==> config.mk <==
export PLATFORM = sky130hd
export DESIGN_NAME = adj_readout_fsm_flat
export DESIGN_NICKNAME = d
export VERILOG_FILES = /design/src/rtl/adj_readout_if.sv /design/src/rtl/adj_readout_fsm.sv /design/src/flat_wrapper.sv
export SDC_FILE = /design/constraint.sdc
export NUM_CORES = 1
export LEC_CHECK = 0
export ABC_CLOCK_PERIOD_IN_PS = 1640
export CAP_MARGIN = 25
export CORE_ASPECT_RATIO = 0.7
export CORE_MARGIN = 10
export CORE_UTILIZATION = 36
export CTS_CLUSTER_SIZE = 25
export DETAILED_ROUTE_END_ITERATION = 6
export GPL_TIMING_DRIVEN = 0
export PLACE_DENSITY = 0.72
export SLEW_MARGIN = 20
export SYNTH_ARGS = -nofsm -noshare
export SYNTH_HDL_FRONTEND = slang
export SYNTH_SLANG_ARGS = --single-unit
==> constraint.sdc <==
create_clock -name clk -period 1.64 [get_ports clk]
set_clock_uncertainty 0.1 [all_clocks]
set_input_delay 0.246 -clock clk [delete_from_list [all_inputs] [get_ports clk]]
set_output_delay 0.246 -clock clk [all_outputs]
set_load 0.02 [all_outputs]
==> src/rtl/adj_readout_if.sv <==
// Bundles the ADJ memory read port with the valid/ready row output stream of adj_readout_fsm.
// master = readout controller side, slave = memory/downstream side.
interface adj_readout_if #(
    parameter int NUM_OF_NODES    = 6,
    parameter int NUM_OF_FEATURES = 3,
    parameter int FEATURE_WIDTH   = 16,
    parameter int ADDRESS_WIDTH   = (NUM_OF_NODES > 1) ? $clog2(NUM_OF_NODES) : 1
);
    logic                                     adj_read_en;
    logic [ADDRESS_WIDTH-1:0]                 adj_read_addr;
    logic [NUM_OF_FEATURES*FEATURE_WIDTH-1:0] adj_read_data;
    logic                                     out_valid;
    logic                                     out_ready;
    logic [NUM_OF_FEATURES*FEATURE_WIDTH-1:0] out_data;
    logic [ADDRESS_WIDTH-1:0]                 out_node_index;
    logic                                     out_last;

    modport master (
        output adj_read_en, adj_read_addr,
        input  adj_read_data,
        output out_valid, out_data, out_node_index, out_last,
        input  out_ready
    );

    modport slave (
        input  adj_read_en, adj_read_addr,
        output adj_read_data,
        input  out_valid, out_data, out_node_index, out_last,
        output out_ready
    );
endinterface

==> src/rtl/adj_readout_fsm.sv <==
// Streams ADJ rows out over valid/ready once combination is done; holds each row under backpressure.
// Optional macro READOUT_RELU_EN clamps negative features to zero as rows are captured.
module adj_readout_fsm #(
    parameter int NUM_OF_NODES    = 6,
    parameter int NUM_OF_FEATURES = 3,
    parameter int FEATURE_WIDTH   = 16,
    parameter int ADDRESS_WIDTH   = (NUM_OF_NODES > 1) ? $clog2(NUM_OF_NODES) : 1
) (
    input  logic          clk,
    input  logic          reset,
    input  logic          done_comb,
    output logic          done_readout,
    adj_readout_if.master bus
);
    localparam int ROW_W = NUM_OF_FEATURES * FEATURE_WIDTH;
    localparam logic [ADDRESS_WIDTH-1:0] LAST_NODE = ADDRESS_WIDTH'(NUM_OF_NODES - 1);
    localparam logic [ADDRESS_WIDTH-1:0] ONE_ADDR  = ADDRESS_WIDTH'(1);

    typedef enum logic [2:0] {
        ST_IDLE    = 3'd0,
        ST_READ    = 3'd1,
        ST_CAPTURE = 3'd2,
        ST_PRESENT = 3'd3,
        ST_DONE    = 3'd4
    } state_t;

    state_t                   state_r, state_s;
    logic [ADDRESS_WIDTH-1:0] cnt_r, cnt_s;
    logic [ROW_W-1:0]         data_r, data_s;
    logic [ADDRESS_WIDTH-1:0] idx_r, idx_s;
    logic                     read_en_r;
    logic                     valid_r;
    logic                     last_r;
    logic                     done_r;

`ifdef READOUT_RELU_EN
    // Zero every feature whose sign bit is set; others pass through.
    function automatic logic [ROW_W-1:0] relu_row(input logic [ROW_W-1:0] row);
        logic [ROW_W-1:0] res;
        res = row;
        for (int f = 0; f < NUM_OF_FEATURES; f++) begin
            if (row[f*FEATURE_WIDTH + FEATURE_WIDTH - 1]) begin
                res[f*FEATURE_WIDTH +: FEATURE_WIDTH] = {FEATURE_WIDTH{1'b0}};
            end else begin
                res[f*FEATURE_WIDTH +: FEATURE_WIDTH] = row[f*FEATURE_WIDTH +: FEATURE_WIDTH];
            end
        end
        return res;
    endfunction
`endif

    // Next-state, row counter and capture-register update.
    always_comb begin
        state_s = state_r;
        cnt_s   = cnt_r;
        data_s  = data_r;
        idx_s   = idx_r;
        case (state_r)
            ST_IDLE: begin
                cnt_s = {ADDRESS_WIDTH{1'b0}};
                if (done_comb) begin
                    state_s = ST_READ;
                end else begin
                    state_s = ST_IDLE;
                end
            end
            ST_READ: begin
                state_s = ST_CAPTURE;
            end
            ST_CAPTURE: begin
`ifdef READOUT_RELU_EN
                data_s  = relu_row(bus.adj_read_data);
`else
                data_s  = bus.adj_read_data;
`endif
                idx_s   = cnt_r;
                state_s = ST_PRESENT;
            end
            ST_PRESENT: begin
                if (bus.out_ready) begin
                    if (cnt_r == LAST_NODE) begin
                        state_s = ST_DONE;
                    end else begin
                        cnt_s   = cnt_r + ONE_ADDR;
                        state_s = ST_READ;
                    end
                end else begin
                    state_s = ST_PRESENT;
                end
            end
            ST_DONE: begin
                state_s = ST_DONE;
            end
            default: begin
                state_s = ST_IDLE;
                cnt_s   = {ADDRESS_WIDTH{1'b0}};
            end
        endcase
    end

    // State, counter, row registers; strobes are registered from the next state so they align with it.
    always_ff @(posedge clk) begin
        if (reset) begin
            state_r   <= ST_IDLE;
            cnt_r     <= {ADDRESS_WIDTH{1'b0}};
            data_r    <= {ROW_W{1'b0}};
            idx_r     <= {ADDRESS_WIDTH{1'b0}};
            read_en_r <= 1'b0;
            valid_r   <= 1'b0;
            last_r    <= 1'b0;
            done_r    <= 1'b0;
        end else begin
            state_r   <= state_s;
            cnt_r     <= cnt_s;
            data_r    <= data_s;
            idx_r     <= idx_s;
            read_en_r <= (state_s == ST_READ);
            valid_r   <= (state_s == ST_PRESENT);
            last_r    <= (state_s == ST_PRESENT) && (cnt_s == LAST_NODE);
            done_r    <= (state_s == ST_DONE);
        end
    end

    assign bus.adj_read_en    = read_en_r;
    assign bus.adj_read_addr  = cnt_r;
    assign bus.out_valid      = valid_r;
    assign bus.out_data       = data_r;
    assign bus.out_node_index = idx_r;
    assign bus.out_last       = last_r;
    assign done_readout       = done_r;
endmodule

==> src/flat_wrapper.sv <==
// flat-port wrapper written by rule: the top's interface ports become plain ports
module adj_readout_fsm_flat 
#(
    parameter int NUM_OF_NODES    = 6,
    parameter int NUM_OF_FEATURES = 3,
    parameter int FEATURE_WIDTH   = 16,
    parameter int ADDRESS_WIDTH   = (NUM_OF_NODES > 1) ? $clog2(NUM_OF_NODES) : 1
)
  (clk, reset, done_comb, done_readout, bus_adj_read_en, bus_adj_read_addr, bus_adj_read_data, bus_out_valid, bus_out_data, bus_out_node_index, bus_out_last, bus_out_ready);
  adj_readout_if #(.NUM_OF_NODES(NUM_OF_NODES), .NUM_OF_FEATURES(NUM_OF_FEATURES), .FEATURE_WIDTH(FEATURE_WIDTH), .ADDRESS_WIDTH(ADDRESS_WIDTH)) bus_i ();
  input  logic clk;
  input  logic reset;
  input  logic done_comb;
  output logic done_readout;
  output wire logic [$bits(bus_i.adj_read_en)-1:0] bus_adj_read_en;
  output wire logic [$bits(bus_i.adj_read_addr)-1:0] bus_adj_read_addr;
  input wire logic [$bits(bus_i.adj_read_data)-1:0] bus_adj_read_data;
  output wire logic [$bits(bus_i.out_valid)-1:0] bus_out_valid;
  output wire logic [$bits(bus_i.out_data)-1:0] bus_out_data;
  output wire logic [$bits(bus_i.out_node_index)-1:0] bus_out_node_index;
  output wire logic [$bits(bus_i.out_last)-1:0] bus_out_last;
  input wire logic [$bits(bus_i.out_ready)-1:0] bus_out_ready;
  assign bus_adj_read_en = bus_i.adj_read_en;
  assign bus_adj_read_addr = bus_i.adj_read_addr;
  assign bus_i.adj_read_data = bus_adj_read_data;
  assign bus_out_valid = bus_i.out_valid;
  assign bus_out_data = bus_i.out_data;
  assign bus_out_node_index = bus_i.out_node_index;
  assign bus_out_last = bus_i.out_last;
  assign bus_i.out_ready = bus_out_ready;
  adj_readout_fsm #(.NUM_OF_NODES(NUM_OF_NODES), .NUM_OF_FEATURES(NUM_OF_FEATURES), .FEATURE_WIDTH(FEATURE_WIDTH), .ADDRESS_WIDTH(ADDRESS_WIDTH)) u_core (.clk(clk), .reset(reset), .done_comb(done_comb), .done_readout(done_readout), .bus(bus_i));
endmodule
-- Word-level counts from Yosys, hierarchy flattened
Index checks and enable logic that the tools add are counted.
- add/subtract/negate cells: 1
- eq/ne operators: 9
- mux-type cells: 7
- reduce and logical (&&, ||, !) cells: 3
- operators by type and width (kind ; number):
    $pmux 3 s5 ; 1
    $eq 3x3->1 const B ; 4
    $mux 3 ; 4
    $eq 3x2->1 const B ; 3
    $eq 3x1->1 const B ; 2
    $pmux 3 s2 ; 1
    $add 3x1->3 const B ; 1
    $logic_not 3->1 ; 1
    $reduce_or 3->1 ; 1
    $logic_and 1x1->1 ; 1
    $mux 1 ; 1
- bits in registers: 61
- input bits: 52
- word-level logic and storage cells: 28

-- Depth between registers and ports, before layout
Gate-level depths: netlist (run 1).
- depth after elaboration: 6
- gate-level depth with buffers: 5

-- Worst setup path after synthesis (run 1)
No wires, ideal clock.
- path kind: reg-to-reg
- start: reg u_core.cnt_r[1], in the netlist u_core.bus.adj_read_addr[1]
- end: reg u_core.cnt_r[0], in the netlist u_core.bus.adj_read_addr[0]
- setup time: 0.074 ns
- arrival: 1.427 ns
- path slack: 0.039 ns
- stages on the path, launching flop included: 6
- buffers on the path: 0
- period minus slack after synthesis: 1.601 ns
- path through: dfxtp_1 inv_1 ha_1 a21o_1 or3_1 a31oi_1
- word-level cells in the longest chain between the ends: 4
- ends and longest elaborated chain (item ; line ; source):
    from (decl) ; adj_readout_fsm.sv:28 ; logic [ADDRESS_WIDTH-1:0] cnt_r, cnt_s;
    from (signal assigned) ; adj_readout_fsm.sv:105 ; cnt_r <= {ADDRESS_WIDTH{1'b0}};
    from (signal assigned) ; adj_readout_fsm.sv:114 ; cnt_r <= cnt_s;
    $eq 3x3->1 ; adj_readout_fsm.sv:81 ; if (cnt_r == LAST_NODE) begin
    $mux 3 ; adj_readout_fsm.sv:81 ;
    $mux 3 ; adj_readout_fsm.sv:80 ; if (bus.out_ready) begin
    $pmux 3 s2 ; adj_readout_fsm.sv:58 ; case (state_r)
Every way passes these cells.
A chain may end at the register's enable or synchronous reset.

-- Worst setup path after layout (run 1)
- start: reg u_core.data_r[1], in the netlist u_core.bus.out_data[1]
- end: out bus_out_data[1]
- RTL lines (item ; line ; source):
    from (decl) ; adj_readout_fsm.sv:29 ; logic [ROW_W-1:0] data_r, data_s;
    from (signal assigned) ; adj_readout_fsm.sv:106 ; data_r <= {ROW_W{1'b0}};
    from (signal assigned) ; adj_readout_fsm.sv:115 ; data_r <= data_s;
    to (decl) ; flat_wrapper.sv:19 ; output wire logic [$bits(bus_i.out_data)-1:0] bus_out_data;
No word-level cell between the ends.

==> results.md, run 1 <==
* Outcome: completed
* Count leader, synth: nand2_1
* Worst setup SP type: register
* Max Cap Viol at 0
* Post-synth top cells: nand2_1, dfxtp_1, a21oi_1
* Clock Path Buffers at 2
* DRC at 0
* Leakage at 1.748 nW
* Slew Limit Fails at 0
* Post-synth top area share at 52.08%
* Synth unique cells at 32
* First-pass GRT wire length at 10920 µm
* Ant. Diodes at 0
* Post-synth EDFFs at 0
* Post-synthesis cell area at 2345 µm²
* Fmax at 0.6223 GHz
* Switch share at 26.14%
* Slowest stage delay, CP at 0.60 ns
* Buf+Inv Stages, Crit Path at 1
* Final GP Congestion at 0.8362
* Die area at 10190 µm²
* Cell count after placement at 466
* Power Density at 924.0 nW/µm²
* Min Hold Slack at 0.3232 ns
* Clock power frac at 36.3%
* TritonCTS clock tree: yes
* Drt initial violations at 114
* Arrival time worst endpoint at 1.26 ns
* Synth Warn # at 0
* Tmin final at 1.607 ns
* Setup_tns at 0 ns
* Final Instance Count excl. Fillers at 481
* Port bufs at 108
* Setup-failing EPs final at 0
* Worst Tran Pin Value at 0.4967 ns
* RSZ-0062 raised after global routing: no
* Cells along the critical path: clkdlybuf4s50_1
* Reg power frac at 46.4%
* Critical R2R Capture: u_core.bus.out_last
* First-pass DRT Iterations at 4
* Final Power at 3.419 mW
* Gate Count Post-Synth at 280
* Hold path startpoint: reset
* Reg2reg path depth at 5
* Vias per cell at 4.753
* DR vias at 2286
* Hold buffer count at cts at 0
* Number of global-route vias before repair at 2160
* Worst VDD drop at 0.0005918 V
* Routed len/inst at 14.86 µm
* Hold Path Sink: u_core.bus.out_valid
* Final hold viol count at 0
* Max FO, Critical Path at 2
* Data required, critical path at 1.29 ns
* #FFs+latches synth at 61
* Largest net degree at the start of global routing at 11
* Synth area leaders: dfxtp_1, nand2_1, a21oi_1, buf_6, clkbuf_1
* Placeable Area at 6276 µm²
* Final #Nets at 453
* Gr usage total at 13.56%
* Row cnt at 24
* GRT overflow at 0
* Post-DP HPWL at 5363 µm
* Worst min path class: input port to register
* Starting Density at 37.36%
* CTS clk-pin slew, worst paths at 0.06 ns
* Routed wire length at 7148 µm
* TritonCTS sink count at 61
* Slowest-stage cell, CP: clkdlybuf4s50_1
* I/O pins at 110
* Main synth FF type: dfxtp_1
* Final period utilization at 97.98%
* Die X at 116.5 µm
* Worst setup EP type: primary output
* Setup Crit Path Kind: register to primary output
* Register area share after synthesis at 52.08%
* Post-layout util at 58.95%
* CP delay by family, top: buffers and inverters
* Worst reg-to-reg setup slack at 0.10 ns
* Total CTS buffers at 9
* CTS Root Cell: clkbuf_8
* Pint at 2.525 mW
* CTS H-tree lvls at 3
* Async SR Flop Fraction at 0%
* Syn-to-layout area delta at 57.79%
* Psw at 893.7 µW
* Syn nets at 334
* Antenna-violating nets left at 0
* Slew margin rel. at 66.89%
* Reg-to-Reg Start: u_core.bus.adj_read_addr[1]
* Syn Area/Cell at 8.374 µm²
* Combinational share of power at 17.3%
* Share of post-route cells with drive strength above 1 at 9.429%
* Initial antenna violation count at 0
* Clk_lat worst skew at 0.33 ns
* Hold path depth at 3
* Die Span Y at 87.52 µm
* Synth area leader: dfxtp_1
## tightest hold or removal path, cell delays in order
cell and delay, ns:
clkbuf_1 0.16, a21oi_1 0.18, and2_1 0.14
## kinds of logic (layout without fill, tap and decap cells)
family | Yosys count | after routing | synth area share (%)
AO/OA/AOI/OAI | 67 | 67 | 15.90
buffers and inverters | 24 | 147 | 7.951
AND/OR/NAND/NOR | 126 | 126 | 23.00
adder cells (fa/ha/maj) | 2 | 2 | 1.067
flip-flops | 61 | 61 | 52.08
## final cells by class
cell class,instances,area [µm²]
buffer,22,178.9
clock buffer,10,127.6
clock inverter,5,52.55
fill,583,2576
inverter,2,7.507
multi-input combinational,195,939.7
sequential,61,1226
tap,78,97.59
timing repair buffer,108,1070
## worst max path at each step
stage | depth (start not counted) | start | slack, ns | endpoint
2_1_floorplan | 5 | u_core.bus.adj_read_addr[1] | 0.04 | u_core.bus.adj_read_addr[0]
3_3_place_gp | 4 | bus_out_ready | -0.09 | u_core.bus.out_last
3_5_place_dp | 4 | bus_out_ready | -0.1 | u_core.bus.adj_read_addr[0]
4_1_cts | 1 | u_core.bus.out_data[10] | 0.0007 | bus_out_data[10]
5_1_grt | 1 | u_core.bus.out_data[1] | 0.002 | bus_out_data[1]
6_report | 1 | u_core.bus.out_data[1] | 0.03 | bus_out_data[1]
## metrics by stage
stage,instance area [µm²],setup WS [ns]
2_1_floorplan,2345,0.03867
3_3_place_gp,3523,-0.09019
3_5_place_dp,3523,-0.09670
4_1_cts,3656,0.0006601
5_1_grt,3700,0.001914
6_report,3700,0.03314
## metal layers
metal | up-vias | global-route usage [%] | wire (µm)
li1 | 1165 | - | -
met1 | 1032 | 15.72 | 3085
met2 | 81 | 19.72 | 3047
met3 | 8 | 9.160 | 921
met4 | 0 | 4.304 | 93
met5 | - | 0 | 0
## sequential cells by signal, indices dropped and copies added, names as in the netlist
signal and cells:
u_core.bus.adj_read_addr 3, u_core.bus.adj_read_en 1, u_core.bus.out_data 48, u_core.bus.out_last 1
u_core.bus.out_node_index 3, u_core.bus.out_valid 1, u_core.done_readout 1, u_core.state_r 3
## what timing repair did
action | 4_1_cts | 5_1_grt
gates resized for setup | 40 | 18
buffers inserted | 0 | 0
pin swaps | 0 | 1
endpoints found under the setup margin | 41 | 18
## placed cells by master, fill, tap and decap left out, types with 3 or more instances in the layout
cell type,synthesis,final
a21oi_1,53,53
a21oi_2,3,3
a31oi_1,3,3
buf_6,12,12
clkbuf_1,7,8
clkbuf_8,0,9
clkdlybuf4s50_1,0,54
clkinv_2,0,3
dfxtp_1,61,59
dlygate4sd2_1,0,39
dlymetal6s2s_1,0,15
nand2_1,103,103
nand3_1,4,4
or3_1,4,4
## power groups by stage
stage | clock, mW | combinational (mW) | sequential, mW
3_3_place_gp | 0 | 0.625 | 1.62
6_report | 1.24 | 0.591 | 1.59
5_1_grt | 1.35 | 0.645 | 1.59
4_1_cts | 1.28 | 0.603 | 1.59
3_5_place_dp | 0 | 0.631 | 1.62
2_1_floorplan | 0 | 0.227 | 1.71
(Power assumes the default switching activity.)
==> run 2, diff against run 1 <==
--- a/config.mk
+++ b/config.mk
@@ -8,7 +8,7 @@
 export ABC_CLOCK_PERIOD_IN_PS = 1640
 export CAP_MARGIN = 25
 export CORE_ASPECT_RATIO = 0.7
-export CORE_MARGIN = 10
+export CORE_MARGIN = 2
 export CORE_UTILIZATION = 36
 export CTS_CLUSTER_SIZE = 25
 export DETAILED_ROUTE_END_ITERATION = 6
==> run 2 against run 1 <==
Net effect: routed wire length shrank 11%; highest routed layer unchanged; utilization grew 1.0 points; register-to-register slack is essentially flat; cell count grew 0.21%; power grew 7.2%; sequential share of layout area shrank 0.64 points; design area grew 1.8%; critical path depth is the same; non-clock buffer count is the same.
==> results.md, run 2 (synthesized netlist as in run 1, its figures left out) <==
* Outcome: completed
* Clock Path Buffers at 2 (unchanged)
* Post-DP HPWL at 4683 µm (-13%)
* Worst min path class: input port to register
* Routed len/inst at 13.25 µm (-11%)
* Worst reg-to-reg setup slack at 0.09 ns (about the same)
* Postcts setup bufs at 0 (unchanged)
* CTS H-tree lvls at 3 (unchanged)
* Die area at 7185 µm² (-30%)
* Gr usage total at 18.17% (+4.6 points)
* Final GP Congestion at 0.8454 (+1.1%)
* RSZ-0062 raised after global routing: no
* Final hold viol count at 0 (unchanged)
* Drt initial violations at 39 (-66%)
* Worst VDD drop at 0.0006155 V (+4.0%)
* Met2 routed WL at 2793 µm (-8.3%)
* Post-layout util at 59.99% (+1.0 points)
* Wl on met1 at 2907 µm (-5.8%)
* Combinational share of power at 16.1% (-1.2 points)
* Syn-to-layout area delta at 60.57%
* Max Cap Viol at 0 (unchanged)
* Most common cell after layout, fill and taps aside: nand2_1
* Largest net degree at the start of global routing at 12 (+1)
* Top sig layer: met4
* Power Density at 973.1 nW/µm² (+5.3%)
* Reg-to-Reg Start: u_core.bus.adj_read_addr[1]
* Ant. Diodes at 0 (unchanged)
* Die X at 100.5 µm (-14%)
* Buf+Inv Stages, Crit Path at 1 (unchanged)
* Cell count after placement at 466 (unchanged)
* Total CTS buffers at 9 (unchanged)
* Met3 Routed Length at 621 µm (-33%)
* Final Instance Count excl. Fillers at 482 (+0.21%)
* I/O pins at 110 (unchanged)
* DRC at 0 (unchanged)
* Setup-failing EPs final at 0 (unchanged)
* Pint at 2.745 mW (+8.7%)
* Critical Path Sink: bus_adj_read_en
* Switch share at 25.08% (-1.1 points)
* CTS clk-pin slew, worst paths at 0.07 ns (about the same)
* GRT overflow at 0 (unchanged)
* CP Launch Point: u_core.bus.adj_read_en
* Leakage at 1.843 nW (+5.4%)
* Final #Nets at 453 (unchanged)
* Share of post-route cells with drive strength above 1 at 9.653% (+0.22 points)
* Reg2reg path depth at 5 (unchanged)
* Routed wire length at 6386 µm (-11%)
* Antenna-violating nets left at 0 (unchanged)
* Setup Crit Path Kind: register to primary output
* CP delay by family, top: buffers and inverters
* Max reg flops at 48 (unchanged)
* Fmax at 0.6271 GHz (+0.77%)
* Clk_lat worst skew at 0.33 ns (about the same)
* Worst setup SP type: register
* Worst Tran Pin Value at 0.5242 ns (+0.02751 ns)
* Reg power frac at 43.3% (-3.1 points)
* Min Hold Slack at 0.3225 ns (-0.0006740 ns)
* Placeable Area at 6276 µm² (unchanged)
* Final period utilization at 97.23% (-0.75 points)
* TritonCTS sink count at 61 (unchanged)
* Slowest stage delay, CP at 0.60 ns (about the same)
* Psw at 918.9 µW (+2.8%)
* Number of global-route vias before repair at 2148 (-0.56%)
* Worst setup EP type: primary output
* Initial antenna violation count at 0 (unchanged)
* Starting Density at 37.36% (unchanged)
* Cells along the critical path: clkdlybuf4s50_1
* Die Span Y at 71.52 µm (-18%)
* Data required, critical path at 1.29 ns (about the same)
* Tmin final at 1.595 ns (-0.01223 ns)
* TritonCTS clock tree: yes
* Arrival time worst endpoint at 1.25 ns (about the same)
* Slew Limit Fails at 0 (unchanged)
* Vias per cell at 4.714 (-0.82%)
* CTS Root Cell: clkbuf_8
* Clock power frac at 40.6% (+4.3 points)
* DR vias at 2272 (-0.61%)
* Hold buffer count at cts at 0 (unchanged)
* First-pass DRT Iterations at 4 (unchanged)
* Slowest-stage cell, CP: clkdlybuf4s50_1
* Crit path depth at 1 (unchanged)
* Row cnt at 24 (unchanged)
* First-pass GRT wire length at 10120 µm (-7.3%)
* Max FO, Critical Path at 1 (-1)
* Critical R2R Capture: u_core.bus.out_last
* Commonest non-fill, non-tap cells in the layout: nand2_1, dfxtp_1, clkdlybuf4s50_1
* Port bufs at 108 (unchanged)
* Slew margin rel. at 65.05% (-1.8 points)
[run 2: worst min-delay path by stage]
| stage | endpoint | start | cells past startpoint |
|---|---|---|---|
| 2_1_floorplan | u_core.bus.out_data[0] | bus_adj_read_data[0] | 2 |
| 3_3_place_gp | u_core.bus.out_data[19] | u_core.bus.out_data[19] | 2 |
| 3_5_place_dp | u_core.bus.out_data[42] | u_core.bus.out_data[42] | 2 |
| 4_1_cts | u_core.bus.out_valid | reset | 3 |
| 5_1_grt | u_core.bus.out_data[32] | bus_adj_read_data[32] | 3 |
| 6_report | u_core.bus.out_valid | reset | 3 |
[run 2: worst register-to-register path, stage by stage (launching register included)]
cell     delay (ns)
dfxtp_2        0.37
inv_1          0.07
ha_2           0.20
a21o_1         0.20
or3_1          0.35
a31oi_1        0.19
[run 2: routing by layer]
| layer | global-route usage [%] | up-vias |
|---|---|---|
| met2 | 28.04 | 75 |
| met4 | 6.697 | 0 |
| met3 | 8.780 | 7 |
| met1 | 22.15 | 1031 |
| met5 | 0 | - |
| li1 | - | 1159 |
[run 2: per-stage QoR]
stage	worst slack (ns)	cell area (µm²)	TNS (ns)	total power, mW
floorplan	0.03867	2345	0	1.933
CTS	0.0004439	3710	0	3.719
global route	0.001581	3765	0	3.832
global placement	-0.08565	3523	-0.1700	2.240
finish	0.04537	3765	0	3.664
detailed placement	-0.1119	3523	-0.3424	2.249
[run 2: what timing repair did]
item	4_1_cts	5_1_grt
pin swaps	0	1
hold endpoints to repair	0	0
resized for setup	35	22
setup endpoints to repair	35	23
[run 2: area by class of cell]
| cell class | count | area [µm²] |
|---|---|---|
| plain buffers | 22 | 178.9 |
| inverters | 2 | 7.507 |
| clock inverters | 5 | 83.83 |
| flip-flops and latches | 61 | 1224 |
| repair buffers | 108 | 1092 |
| multi-input cells | 195 | 939.7 |
| fillers | 575 | 2511 |
| clock buffers | 11 | 141.4 |
| well taps | 78 | 97.59 |
[run 2: power groups by stage]
| stage | logic [mW] | clock network (mW) | registers (mW) |
|---|---|---|---|
| final | 0.590 | 1.49 | 1.59 |
| after global routing | 0.641 | 1.60 | 1.60 |
| after CTS | 0.602 | 1.53 | 1.59 |
| after detailed placement | 0.624 | 0 | 1.62 |
| after global placement | 0.620 | 0 | 1.62 |
| after floorplan | 0.227 | 0 | 1.71 |
